### src/rtl/pattern_scan_ctrl.sv
// Frame controller: accepts a parallel word, shifts it out MSB-first and runs a
// programmable Mealy pattern matcher over the bit stream, returning per-frame results.
module pattern_scan_ctrl #(
    parameter int DATA_W = 16,
    parameter int PAT_W  = 8,
    parameter int CNT_W  = $clog2(DATA_W + 1)
) (
    input  logic              clk,
    input  logic              reset,
    input  logic [PAT_W-1:0]  cfg_pat,
    input  logic [3:0]        cfg_len,
    input  logic              cfg_overlap,
    input  logic              in_valid,
    output logic              in_ready,
    input  logic [DATA_W-1:0] in_data,
    output logic              ser_bit,
    output logic              ser_valid,
    output logic              match_pulse,
    output logic              out_valid,
    input  logic              out_ready,
    output logic [CNT_W-1:0]  match_count,
    output logic [CNT_W-1:0]  first_pos,
    output logic              match_found
);
    localparam int BS_W = $clog2(PAT_W + 1);

    typedef enum logic [1:0] {
        IDLE,
        SHIFT,
        DONE
    } state_t;

    state_t            state_q;
    logic [DATA_W-1:0] word_q;
    logic [PAT_W-1:0]  pat_q;
    logic [BS_W-1:0]   len_q;
    logic              ovl_q;
    logic [PAT_W-2:0]  hist_q, hist_d;
    logic [BS_W-1:0]   seen_q, seen_d;
    logic [BS_W:0]     seen_p1;
    logic [CNT_W-1:0]  k_q;
    logic [CNT_W-1:0]  count_q;
    logic [CNT_W-1:0]  first_q;
    logic              found_q;
    logic              in_ready_q;
    logic              ser_valid_q;
    logic              out_valid_q;
    logic [BS_W-1:0]   len_c;
    logic [PAT_W-1:0]  window;
    logic [PAT_W-1:0]  mask;
    logic              hit;

    // Pattern length is clamped once at accept so the matcher never sees an illegal length.
    always_comb begin
        len_c = BS_W'(cfg_len);
        if (cfg_len < 4'd2) begin
            len_c = BS_W'(2);
        end else if (32'(cfg_len) > PAT_W) begin
            len_c = BS_W'(PAT_W);
        end
    end

    always_comb begin
        ser_bit = ser_valid_q & word_q[DATA_W-1];
        window  = {hist_q, ser_bit};
        mask    = (PAT_W'(1) << len_q) - PAT_W'(1);
        seen_p1 = {1'b0, seen_q} + (BS_W + 1)'(1);
        hit     = ser_valid_q && (seen_p1 >= {1'b0, len_q}) &&
                  (((window ^ pat_q) & mask) == '0);
        hist_d  = window[PAT_W-2:0];
        seen_d  = (seen_q == BS_W'(PAT_W)) ? seen_q : seen_q + BS_W'(1);
        // Non-overlapping mode restarts the matcher right after the completing bit.
        if (hit && !ovl_q) begin
            hist_d = '0;
            seen_d = '0;
        end
    end

    always_ff @(posedge clk) begin
        if (!reset) begin
            state_q     <= IDLE;
            word_q      <= '0;
            pat_q       <= '0;
            len_q       <= BS_W'(2);
            ovl_q       <= 1'b0;
            hist_q      <= '0;
            seen_q      <= '0;
            k_q         <= '0;
            count_q     <= '0;
            first_q     <= '0;
            found_q     <= 1'b0;
            in_ready_q  <= 1'b0;
            ser_valid_q <= 1'b0;
            out_valid_q <= 1'b0;
        end else begin
            case (state_q)
                IDLE: begin
                    in_ready_q <= 1'b1;
                    if (in_valid && in_ready_q) begin
                        word_q      <= in_data;
                        pat_q       <= cfg_pat;
                        len_q       <= len_c;
                        ovl_q       <= cfg_overlap;
                        hist_q      <= '0;
                        seen_q      <= '0;
                        k_q         <= '0;
                        count_q     <= '0;
                        first_q     <= '0;
                        found_q     <= 1'b0;
                        in_ready_q  <= 1'b0;
                        ser_valid_q <= 1'b1;
                        state_q     <= SHIFT;
                    end
                end
                SHIFT: begin
                    word_q <= {word_q[DATA_W-2:0], 1'b0};
                    hist_q <= hist_d;
                    seen_q <= seen_d;
                    k_q    <= k_q + CNT_W'(1);
                    if (hit) begin
                        count_q <= count_q + CNT_W'(1);
                        if (!found_q) begin
                            first_q <= k_q;
                            found_q <= 1'b1;
                        end
                    end
                    if (k_q == CNT_W'(DATA_W - 1)) begin
                        ser_valid_q <= 1'b0;
                        out_valid_q <= 1'b1;
                        state_q     <= DONE;
                    end
                end
                DONE: begin
                    if (out_ready) begin
                        out_valid_q <= 1'b0;
                        in_ready_q  <= 1'b1;
                        state_q     <= IDLE;
                    end
                end
                default: state_q <= IDLE;
            endcase
        end
    end

    assign in_ready    = in_ready_q;
    assign ser_valid   = ser_valid_q;
    assign match_pulse = hit;
    assign out_valid   = out_valid_q;
    assign match_count = count_q;
    assign first_pos   = first_q;
    assign match_found = found_q;

endmodule

### config.mk
export PLATFORM = sky130hd
export DESIGN_NAME = pattern_scan_ctrl
export DESIGN_NICKNAME = d
export VERILOG_FILES = /design/src/rtl/pattern_scan_ctrl.sv
export SDC_FILE = /design/constraint.sdc
export NUM_CORES = 1
export LEC_CHECK = 0
export ABC_AREA = 1
export BUFFER_PORTS_ARGS = -buffer_cell sky130_fd_sc_hd__buf_2
export CAP_MARGIN = 20
export CORE_MARGIN = 2
export CORE_UTILIZATION = 56
export CTS_CLUSTER_DIAMETER = 60
export DETAILED_ROUTE_END_ITERATION = 16
export PLACE_DENSITY = 0.79
export SLEW_MARGIN = 20
export SYNTH_ARGS = -nofsm -noshare
export SYNTH_HDL_FRONTEND = slang
export SYNTH_SLANG_ARGS = --single-unit
### constraint.sdc
create_clock -name clk -period 2.47 [get_ports clk]
set_input_delay 0 -clock clk [delete_from_list [all_inputs] [get_ports clk]]
set_output_delay 0 -clock clk [all_outputs]
set_load 0.01 [all_outputs]
# == Yosys cells after proc, flatten, opt, wreduce, memory -nomap -nowiden ==
# Index checks and enable logic that the tools add are counted.
# op_classes
n_reduce_logical,19
n_lt_le_gt_ge,3
muxes,34
n_eq_ne,10
n_shift,1
n_mul,0
bitwise_logic,3
div,0
addsub,5
# ops
op,n
16-bit one-hot mux with 2 select lines,1
5-bit one-hot mux with 2 select lines,3
4-bit two-way mux,5
5-bit two-way mux,4
16-bit two-way mux,1
3-bit AND reduction,5
7-bit two-way mux,2
7-bit one-hot mux with 2 select lines,1
5-bit by 1-bit adder with 5-bit output (second input constant),2
2-bit != test (second input constant),5
8-bit bitwise AND,1
8-bit logical NOT,1
1-bit two-way mux,8
1-bit one-hot mux with 2 select lines,4
4-bit one-hot mux with 2 select lines,1
1-bit by 4-bit << shifter with 8-bit output (first input constant),1
8-bit by 2-bit subtractor with 8-bit output (second input constant),1
8-bit XOR,1
2-bit two-way mux,3
2-bit one-hot mux with 3 select lines,1
2-bit AND reduction,3
2-bit nonzero test,3
4-bit by 1-bit adder with 5-bit output (second input constant),1
5-bit by 4-bit == test with 1-bit output (second input constant),1
13 further kinds,16
# word_totals
word_cells,89
latch_bits,0
mem_bits_ro,0
ramBits,0
mem_count,0
register_bits,61

# == Longest topological paths before layout ==
# Gate-level depths: netlist (run 1).
# depth
word_depth,8
depth_mapped,15
depth_no_buf,15

# == Least setup slack after synthesis (run 1) ==
# No wires, ideal clock.
# synth_path
path_kind,flip-flop to flip-flop
from,register seen_q[0]
to,register seen_q[2]
setup_ns,0.115
t_arrival_ns,1.792
stages_incl_launch_ff,14
synth_period_minus_slack_ns,1.907
path_slack_ns,0.563
required_time_ns,2.355
cell_sequence,dfxtp_1 -> inv_1 -> ha_1 -> ha_1 -> o21ai_0 -> a21boi_0 -> o21ai_0 -> nand2_1 -> nand3_2 -> buf_6 -> nand2_1 -> nand3_1 -> nand2_1 -> nor2_1
# synth_between
elab_chain_len,7
word_cells_on_any_way,12
classes_between,add/sub (2); order compare (1); eq/ne (2); mux (3); reduce/logical (4)
# synth_lines
element,line,rtl
"start, declared",39,"logic [BS_W-1:0] seen_q, seen_d;"
"start signal, assigned",118,seen_q <= seen_d;
4-bit by 1-bit adder with 5-bit output,67,"seen_p1 = {1'b0, seen_q} + (BS_W + 1)'(1);"
5-bit by 4-bit >= comparator with 1-bit output,68,"hit = ser_valid_q && (seen_p1 >= {1'b0, len_q}) &&"
1-bit logical AND (2 in a row),68,
1-bit logical AND,73,if (hit && !ovl_q) begin
3-bit != test (no source line) or 4-bit two-way mux (tied branches),--,
3-bit AND reduction (no source line) or 4-bit one-hot mux with 2 select lines (tied branches),--,
# Several ways; a longest one is shown, not always the timed one. The select of a mux whose other input is x is not followed.
# A chain may end at the register's enable or synchronous reset.

# == Final worst setup path (run 1) ==
# layout_path
from,register seen_q[0]
to,output match_pulse
# layout_between
elab_chain_len,4
# layout_lines
element,line,rtl
4-bit by 1-bit adder with 5-bit output,67,
5-bit by 4-bit >= comparator with 1-bit output,68,
1-bit logical AND (2 in a row),68,
"end, declared",18,"output logic match_pulse,"
# Every way passes these cells.

==> reports/qor.txt, run 1 <==
Hold depth: 4
Worst Hold Class: in -> reg
Core Rows: 26
Die Width: 76.2 microns
Syn Nets: 443
Drt wl/cell: 13.1 microns
Slew margin rel.: 59.6%
Crit path time final: 2300 ps
Fin crit share: 93.0%
Run status: finished, final reports clean
Worst setup SP type: register
Leakage power: 1.60 nW
R2R setup slack: 200 ps
Fin. Hold Viols: 0
Number of global-route vias before repair: 2,731
Power Density: 654 mW/mm^2
Comb pwr share: 16.6%
Clock buffer depth: 2
Hold endpoint: len_q[1]$_SDFFE_PN1P_
Final Skew: 8.75 ps
Endpoint class of the critical path: output port
P_int: 1.78 mW
CTS H-tree lvls: 3
Tightest Pin Transition: 606 ps
Initial antenna violation count: 0
Vias post-DR: 2,901
Gp weighted congestion: 0.962
Worst-path clk slew: 70 ps
Final #Nets: 521
CTS root buf: clkbuf_8
Maxcap violations: 0
Post-route ant nets: 0
Global-route wire length before repair: 12,200 microns
Cells after Synth: 400
DP Area: 0.00321 sq mm
Worst setup margin: 173 ps
Clock latency on the worst-skew pair: 330 ps
Hpwl dp: 4650 microns
Hold Crit Start: cfg_len[3]
Starting DRT DRC Count: 209
Total global-route track usage: 25.9%
Largest net degree at the start of global routing: 34
Post-Syn Area: 0.00292 sq mm
Reg2reg path depth: 13
WL final: 7230 microns
Fin area: 0.00373 sq mm
FF-to-FF Start: seen_q[0]$_SDFFE_PN0P_
PortBufs: 48
Post-Route Setup TNS: 0 ps
R2r endpoint: seen_q[0]$_SDFFE_PN0P_
Chip height: 76.2 microns
Synthesized area per cell: 7.29 sq um
CTS Buf Count: 9
Sequential fraction of the synthesis area: 41.9%
# diodes: 0
Drt pass-1 iters: 4
I/O pin count: 49
Total gr overflow: 0
Core area: 0.00507 sq mm
Sw Ratio: 27.3%
Min Hold Slack: 10.8 ps
Net Sw Power: 0.666 mW
Syn-to-layout area delta: 27.9%
Clk pwr share: 38.8%
Worst IR Drop VDD: 0.514 mV
Total die area: 0.00580 sq mm
Worst Path Arrival: 2300 ps
Worst Setup Path Type: reg -> out
Core Util, Final: 73.5%
Worst slack, placed: 183 ps
Sink Count: 61
Starting density of the core: 57.5%
DRC violations left: 0
Seq pwr share: 44.6%
Yosys warnings: 0
Post-CTS setup buffer count: 0
Synth unique cells: 37
RSZ-0062 raised after global routing: no
Required time of the critical path: 2470 ps
Crit-path max FO: 7
FF+latch count, synth: 61
Share of layout cells above drive strength 1: 18.0%
Max-slew violation count: 0
CTS tree: built
Final setup vio count: 0
DR vias/cell: 5.25
Fmax: 435 MHz
-- power by group through the flow --
stage / logic, mW / registers (mW) / clock network (mW)
6_report: 0.406 / 1.09 / 0.947
5_1_grt: 0.456 / 1.09 / 1.00
4_1_cts: 0.400 / 1.09 / 0.953
3_5_place_dp: 0.363 / 1.11 / 0
3_3_place_gp: 0.352 / 1.10 / 0
2_1_floorplan: 0.256 / 1.10 / 0
-- cells in the mapped netlist --
cell type  count  area [sq um]
a211oi_1       2          15.0
a21boi_0       1          7.51
a21boi_4       1          18.8
a21oi_1       32           160
a221oi_1       1          8.76
a22oi_1        1          7.51
a31o_2         1          8.76
a31oi_1        4          25.0
buf_1          2          7.51
buf_2          3          15.0
buf_6          1          11.3
clkbuf_1      11          41.3
dfxtp_1       61          1220
ha_1          10           125
inv_1         37           139
inv_2          6          22.5
nand2_1       75           282
nand2_2        6          37.5
nand3_1       29           145
nand3_2        1          10.0
nand3b_1       2          15.0
nand4_1        2          12.5
nor2_1        59           221
nor2_2         1          6.26
nor2_4         3          33.8
nor3_1         2          10.0
nor4_1         2          12.5
o2111ai_1      1          8.76
o211ai_1       1          7.51
o21a_1         1          7.51
o21ai_0       18          90.1
o21ai_1        4          20.0
o21bai_1       1          7.51
o221ai_1      10          87.6
or2_2          1          6.26
xnor2_1        3          26.3
xor2_1         4          35.0
-- layout by cell type (no fill, tap or decap), types with 2 or more instances in the layout --
cell type	instances
nand2_1	75
dfxtp_1	61
nor2_1	59
buf_2	48
inv_1	37
a21oi_1	32
dlygate4sd3_1	31
nand3_1	29
o21ai_0	18
o221ai_1	10
ha_1	10
clkbuf_8	9
inv_2	6
nand2_2	6
buf_4	5
xor2_1	4
o21ai_1	4
a31oi_1	4
nor2_4	3
xnor2_1	3
clkinv_2	3
nand4_1	2
nand3b_1	2
nor3_1	2
nor4_1	2
a211oi_1	2
clkbuf_1	2
bufinv_16	2
-- critical path: stages (launching register included) --
cell	delay [ps]
dfxtp_1	370
inv_1	90
ha_1	330
ha_1	280
o21ai_0	70
a21boi_0	170
o21ai_0	110
nand2_1	140
nand2_2	130
inv_2	130
buf_2	150
-- registers in the layout, indices dropped and copies added (netlist names), 2 cells and up --
register     flops
hist_q           7
state_q          2
k_q              5
word_q          16
seen_q           4
pat_q            8
len_q            4
match_count      5
first_pos        5
-- metrics by stage --
stage                     instances  power [mW]
after floorplan                 400        1.36
after global placement          506        1.46
after detailed placement        506        1.47
after CTS                       553        2.44
after global routing            553        2.55
final                           553        2.44
-- cell families after synthesis --
family	share of synthesized area, %
adder cells (fa/ha/maj)	4.29
flip-flops	41.9
buffers and inverters	8.11
AO/OA/AOI/OAI	16.5
XOR/XNOR	2.10
AND/OR/NAND/NOR	27.2
-- what timing repair did --
item	CTS	global route
endpoints found under the setup margin	0	1
resized for setup	0	1
hold buffers	31	0
endpoints found under the hold margin	31	0
-- area by class of cell --
| type | count | area (sq um) |
|---|---|---|
| clock buffer | 11 | 131 |
| clock inverter | 5 | 75.1 |
| fill | 415 | 1340 |
| inverter | 43 | 161 |
| multi-input combinational | 279 | 1470 |
| sequential | 61 | 1220 |
| tap | 70 | 87.6 |
| timing repair buffer | 84 | 588 |
-- layer usage --
layer / up-vias / GRT usage, % / share of wire, %
li1: 1475 / - / -
met1: 1328 / 31.5 / 44
met2: 91 / 45.5 / 49
met3: 7 / 5.92 / 5.4
met4: 0 / 8.55 / 1.1
met5: - / 0 / 0
-- worst max path at each step --
stage	startpoint	endpoint	cells past startpoint
2_1_floorplan	seen_q[0]$_SDFFE_PN0P_	seen_q[2]$_SDFFE_PN0P_	13
3_3_place_gp	seen_q[0]$_SDFFE_PN0P_	seen_q[0]$_SDFFE_PN0P_	13
3_5_place_dp	seen_q[0]$_SDFFE_PN0P_	seen_q[0]$_SDFFE_PN0P_	13
4_1_cts	seen_q[0]$_SDFFE_PN0P_	seen_q[0]$_SDFFE_PN0P_	13
5_1_grt	seen_q[1]$_SDFFE_PN0P_	match_pulse	9
6_report	seen_q[0]$_SDFFE_PN0P_	match_pulse	10
No activity file was read; power rests on OpenSTA's default activity.
==> inputs of run 2 (changes only) <==
- CORE_UTILIZATION: 56 -> 40
- CTS_BUF_LIST: not set -> sky130_fd_sc_hd__clkbuf_2 sky130_fd_sc_hd__clkbuf_4 sky130_fd_sc_hd__clkbuf_8
- HOLD_SLACK_MARGIN: not set -> 0.05
- PLACE_DENSITY: 0.79 -> not set
==> reports/qor.txt, run 2 (synthesis results as in run 1) <==
Fin crit share: 89.4% (-3.6 points)
PortBufs: 48 (unchanged)
Hpwl dp: 4840 microns (+3.9%)
FF-to-FF Start: seen_q[0]$_SDFFE_PN0P_
I/O pin count: 49 (unchanged)
DRC violations left: 0 (unchanged)
Sink Count: 61 (unchanged)
Drt pass-1 iters: 6 (+2)
Required time of the critical path: 2470 ps (about the same)
Worst Path Arrival: 2210 ps (-90 ps)
Crit path time final: 2210 ps (-89.6 ps)
Total global-route track usage: 19.9% (-6.1 points)
Fin. Hold Viols: 0 (unchanged)
Fin area: 0.00386 sq mm (+3.4%)
Fmax: 453 MHz (+4.1%)
Drt wl/cell: 12.4 microns (-5.5%)
Die Width: 89.4 microns (+17%)
Tightest Pin Transition: 523 ps (-82.3 ps)
Max-slew violation count: 0 (unchanged)
Number of global-route vias before repair: 2,660 (-2.6%)
Gp weighted congestion: 0.923 (-4.0%)
Reg2reg path depth: 12 (-1)
Global-route wire length before repair: 12,100 microns (-0.51%)
Post-CTS setup buffer count: 0 (unchanged)
Met1 Track Usage GR: 24.7% (-6.8 points)
Post-Route Setup TNS: 0 ps (unchanged)
Most common cell after layout, fill and taps aside: nand2_1
Gr busiest metal: met2
Global Route met2 Usage: 32.9% (-13 points)
Leakage power: 1.63 nW (+1.9%)
Most frequent cells in the layout: nand2_1 (75), nor2_1 (59), dfxtp_1 (59)
DP Area: 0.00327 sq mm (+1.8%)
Power Density: 675 mW/mm^2 (+3.1%)
Core Rows: 31 (+19%)
CTS Buf Count: 9 (unchanged)
Run status: finished, final reports clean
Worst IR Drop VDD: 0.468 mV (-9.1%)
Largest net degree at the start of global routing: 33 (-2.9%)
Post-route ant nets: 0 (unchanged)
Worst Hold Class: in -> reg
Endpoint class of the critical path: output port
CTS tree: built
R2R setup slack: 370 ps (+170 ps)
Total gr overflow: 0 (unchanged)
Starting DRT DRC Count: 173 (-17%)
Initial antenna violation count: 0 (unchanged)
Grt met3 use: 5.08% (-0.85 points)
Largest registers: word_q (16), pat_q (8), hist_q (7)
Pwr Total: 2.60 mW (+6.6%)
Final setup vio count: 0 (unchanged)
Starting density of the core: 40.9% (-17 points)
Total die area: 0.00799 sq mm (+38%)
Crit-path max FO: 7 (unchanged)
Worst Setup Path Type: reg -> out
RSZ-0062 raised after global routing: no
Clock buffer depth: 2 (unchanged)
CP startpoint: seen_q[0]$_SDFFE_PN0P_
Final Skew: 13.3 ps (+4.55 ps)
Maxcap violations: 0 (unchanged)
Vias post-DR: 2,851 (-1.7%)
Slew margin rel.: 65.1% (+5.4 points)
WL final: 7240 microns (+0.11%)
Chip height: 89.4 microns (+17%)
CTS root buf: clkbuf_8
DR vias/cell: 4.87 (-7.3%)
Worst-path clk slew: 70 ps (about the same)
Syn-to-layout area delta: 32.2%
Worst setup SP type: register
Top reg by flops: word_q
CTS H-tree lvls: 3 (unchanged)
Core area: 0.00714 sq mm (+41%)
# diodes: 0 (unchanged)
Clock latency on the worst-skew pair: 350 ps (+20 ps)
Share of layout cells above drive strength 1: 19.5% (+1.5 points)
Max FFs per register: 16 (unchanged)
Final #Nets: 525 (+0.77%)
Core Util, Final: 54.0% (-19 points)
End of the critical path: match_pulse
R2r endpoint: seen_q[0]$_SDFFE_PN0P_
run 2: changes by cell type in the layout (fill, tap and decap cells not counted), sizes merged:
cell / before / now
buf: 53 / 56
dlygate4sd3: 31 / 32
clkinvlp: 0 / 2
clkinv: 3 / 1
bufinv: 2 / 3
clkbuf: 11 / 10
run 2: timing repair:
action                                 CTS  global route
hold buffers                            32             0
resized for setup                        0             6
setup endpoints to repair                0             5
endpoints found under the hold margin   31             0
run 2: area by class of cell:
cell class	count	area, sq um
clock buffers	10	138
clock inverters	6	110
fillers	723	3280
inverters	43	161
multi-input cells	279	1480
flip-flops and latches	61	1220
well taps	99	124
repair buffers	88	621
run 2: worst min path at each step:
stage / startpoint / depth (start not counted) / slack (ps) / to
2_1_floorplan: cfg_len[2] / 2 / 140 / len_q[2]$_SDFFE_PN0P_
3_3_place_gp: cfg_pat[4] / 3 / 260 / pat_q[4]$_SDFFE_PN0P_
3_5_place_dp: cfg_pat[4] / 3 / 260 / pat_q[4]$_SDFFE_PN0P_
4_1_cts: cfg_len[3] / 3 / 100 / len_q[3]$_SDFFE_PN0P_
5_1_grt: cfg_len[3] / 3 / 120 / len_q[3]$_SDFFE_PN0P_
6_report: in_valid / 4 / 120 / ovl_q$_SDFFE_PN0P_
run 2: metrics by stage:
step           worst slack [ps]  cells  hold WS (ps)
6_report                    262    586           121
5_1_grt                    55.9    586           123
3_3_place_gp                307    538           261
4_1_cts                     172    586          99.6
3_5_place_dp                201    538           264
2_1_floorplan               563    400           139
run 2: worst max-delay path, cell delays in order (launching register included):
cell and delay [ps]:
dfxtp_2 360, inv_1 80, ha_1 320, ha_1 270
o21ai_0 80, a21boi_1 80, o21ai_0 150, nand2_1 140
nand2_2 160, inv_2 90, buf_2 150
run 2: power by group:
group	total (mW)	internal (mW)	leakage (nW)	switching, mW
clock	1.10	0.695	0.119	0.407
combinational	0.411	0.172	1.01	0.239
sequential	1.09	1.05	0.499	0.0422
run 2: metal layers:
metal / up-vias / routed length, microns
met5: - / 0
li1: 1480 / -
met2: 49 / 3440
met4: 0 / 120
met1: 1311 / 3420
met3: 11 / 257
==> inputs of run 3 (changes only) <==
- CORE_ASPECT_RATIO: not set -> 1.1
- CTS_BUF_LIST: sky130_fd_sc_hd__clkbuf_2 sky130_fd_sc_hd__clkbuf_4 sky130_fd_sc_hd__clkbuf_8 -> not set
- SKIP_CTS_REPAIR_TIMING: not set -> 1
==> reports/qor.txt, run 3 (synthesis results as in run 1) <==
Run status: finished, final reports clean
Gp weighted congestion: 0.877 (-5.0%)
Sink Count: 61 (unchanged)
CTS H-tree lvls: 3 (unchanged)
PortBufs: 48 (unchanged)
Top reg by flops: word_q
Leakage power: 1.61 nW (-1.2%)
Worst setup margin: 213 ps (-49.3 ps)
Largest registers: word_q (16), pat_q (8), hist_q (7)
Crit path time final: 2260 ps (+49.3 ps)
Max FFs per register: 16 (unchanged)
Crit-path max FO: 7 (unchanged)
Tightest Pin Transition: 505 ps (-17.9 ps)
I/O pin count: 49 (unchanged)
Initial antenna violation count: 0 (unchanged)
Syn-to-layout area delta: 28.7%
Final setup vio count: 0 (unchanged)
Drt pass-1 iters: 4 (-2)
Slowest cell delay on critical path: 380 ps (+20 ps)
R2r endpoint: seen_q[0]$_SDFFE_PN0P_
CP startpoint: seen_q[0]$_SDFFE_PN0P_
CTS tree: built
DP Cell Count: 522 (-3.0%)
Instance count on the critical path: 10 (unchanged)
Die Width: 85.4 microns (-4.4%)
Min Hold Slack: 47.7 ps (-73.1 ps)
Final Skew: 6.34 ps (-6.96 ps)
DR vias/cell: 5.03 (+3.3%)
Largest net degree at the start of global routing: 29 (-12%)
Slew margin rel.: 66.3% (+1.2 points)
Hpwl dp: 4980 microns (+2.9%)
Most frequent cells in the layout: nand2_1 (75), dfxtp_1 (61), nor2_1 (59)
Clock buffer depth: 2 (unchanged)
Pwr Total: 2.46 mW (-5.5%)
RSZ-0062 raised after global routing: no
# diodes: 0 (unchanged)
Fin cells: 567 (-3.2%)
Final #Nets: 521 (-0.76%)
DRC violations left: 0 (unchanged)
Post-route ant nets: 0 (unchanged)
CTS Buf Count: 9 (unchanged)
Number of global-route vias before repair: 2,536 (-4.7%)
Core Util, Final: 53.3% (-0.77 points)
Hold depth: 2 (-2)
Power Density: 655 mW/mm^2 (-2.9%)
End of the critical path: match_pulse
Chip height: 93.6 microns (+4.7%)
Drt wl/cell: 12.8 microns (+3.9%)
Required time of the critical path: 2470 ps (about the same)
WL final: 7280 microns (+0.55%)
Share of layout cells above drive strength 1: 18.5% (-1.0 points)
Post-Route Setup TNS: 0 ps (unchanged)
Global-route wire length before repair: 11,900 microns (-1.5%)
Worst IR Drop VDD: 0.357 mV (-24%)
Buffers & Inverters on Critical Path: 3 (unchanged)
Endpoint class of the critical path: output port
Worst slack, placed: 243 ps (+41.4 ps)
Largest delay share family, worst path: adder cells
Fin. Hold Viols: 0 (unchanged)
Core area: 0.00705 sq mm (-1.3%)
Fmax: 443 MHz (-2.2%)
Total global-route track usage: 19.0% (-0.91 points)
Fin crit share: 91.4% (+2.0 points)
DP Area: 0.00323 sq mm (-1.0%)
R2R setup slack: 280 ps (-90 ps)
Maxcap violations: 0 (unchanged)
Vias post-DR: 2,850 (-0.035%)
Total gr overflow: 0 (unchanged)
Core Rows: 32 (+3.2%)
Max-slew violation count: 0 (unchanged)
Worst Setup Path Type: reg -> out
Reg2reg path depth: 12 (unchanged)
Starting DRT DRC Count: 195 (+13%)
Most common cell after layout, fill and taps aside: nand2_1
Worst-path clk slew: 70 ps (about the same)
Worst Path Arrival: 2260 ps (+50 ps)
Slowest library cell on the worst path: dfxtp_1
CTS root buf: clkbuf_8
Starting density of the core: 41.4% (+0.52 points)
Crit path cell chain: inv_1 > ha_1 > ha_1 > o21ai_0 > a21boi_0 > o21ai_0 > nand2_1 > nand2_2 > inv_2 > buf_2
FF-to-FF Start: seen_q[0]$_SDFFE_PN0P_
Fin area: 0.00375 sq mm (-2.7%)
Total die area: 0.00799 sq mm (about the same)
Clock latency on the worst-skew pair: 320 ps (-30 ps)
Worst setup SP type: register
Worst Hold Class: in -> reg
run 3: changes by cell type in the layout (fill, tap and decap cells not counted):
| cell | delta |
|---|---|
| buf_4 | -2 |
| clkinv_2 | +2 |
| clkinvlp_4 | -2 |
| dfxtp_1 | +2 |
| dfxtp_2 | -2 |
| dlygate4sd3_1 | -2 |
| a21boi_0 | +1 |
| a21boi_1 | -1 |
| bufinv_16 | -1 |
| nand2_2 | +1 |
| nand2_4 | -1 |
| xor2_1 | +1 |
| xor2_2 | -1 |
run 3: worst min-delay path by stage:
stage                           from                       to
final                          reset  state_q[0]$_SDFFE_PN0P_
after global routing           reset  state_q[0]$_SDFFE_PN0P_
after CTS                 in_data[0]   word_q[0]$_SDFFE_PN0P_
after detailed placement  cfg_pat[4]    pat_q[4]$_SDFFE_PN0P_
after global placement    cfg_pat[6]    pat_q[6]$_SDFFE_PN0P_
after floorplan           cfg_len[2]    len_q[2]$_SDFFE_PN0P_
run 3: layout make-up:
type / count / area (sq um)
Fill cell: 704 / 3290
Multi-Input combinational cell: 279 / 1470
Sequential cell: 61 / 1220
Timing Repair Buffer: 84 / 586
Inverter: 43 / 161
Clock buffer: 10 / 138
Tap cell: 85 / 106
Clock inverter: 5 / 75.1
run 3: worst register-to-register path: cells and delay by family (launching register included):
kind	cells	cell delay [ps]
flops	1	380
buf+inv	1	100
compound gates	3	300
fa+ha+maj	2	610
simple gates	6	700
run 3: power by group:
| group | internal [mW] | switching, mW | total [mW] | leakage, nW |
|---|---|---|---|---|
| clock | 0.585 | 0.384 | 0.969 | 0.112 |
| combinational | 0.168 | 0.236 | 0.403 | 0.998 |
| sequential | 1.04 | 0.0415 | 1.09 | 0.498 |
run 3: routing by layer:
metal / vias up / GRT usage [%] / routed length (microns)
li1: 1472 / - / -
met1: 1308 / 24.2 / 3470
met2: 60 / 31.1 / 3370
met3: 10 / 4.68 / 330
met4: 0 / 6.75 / 110
met5: - / 0 / 0
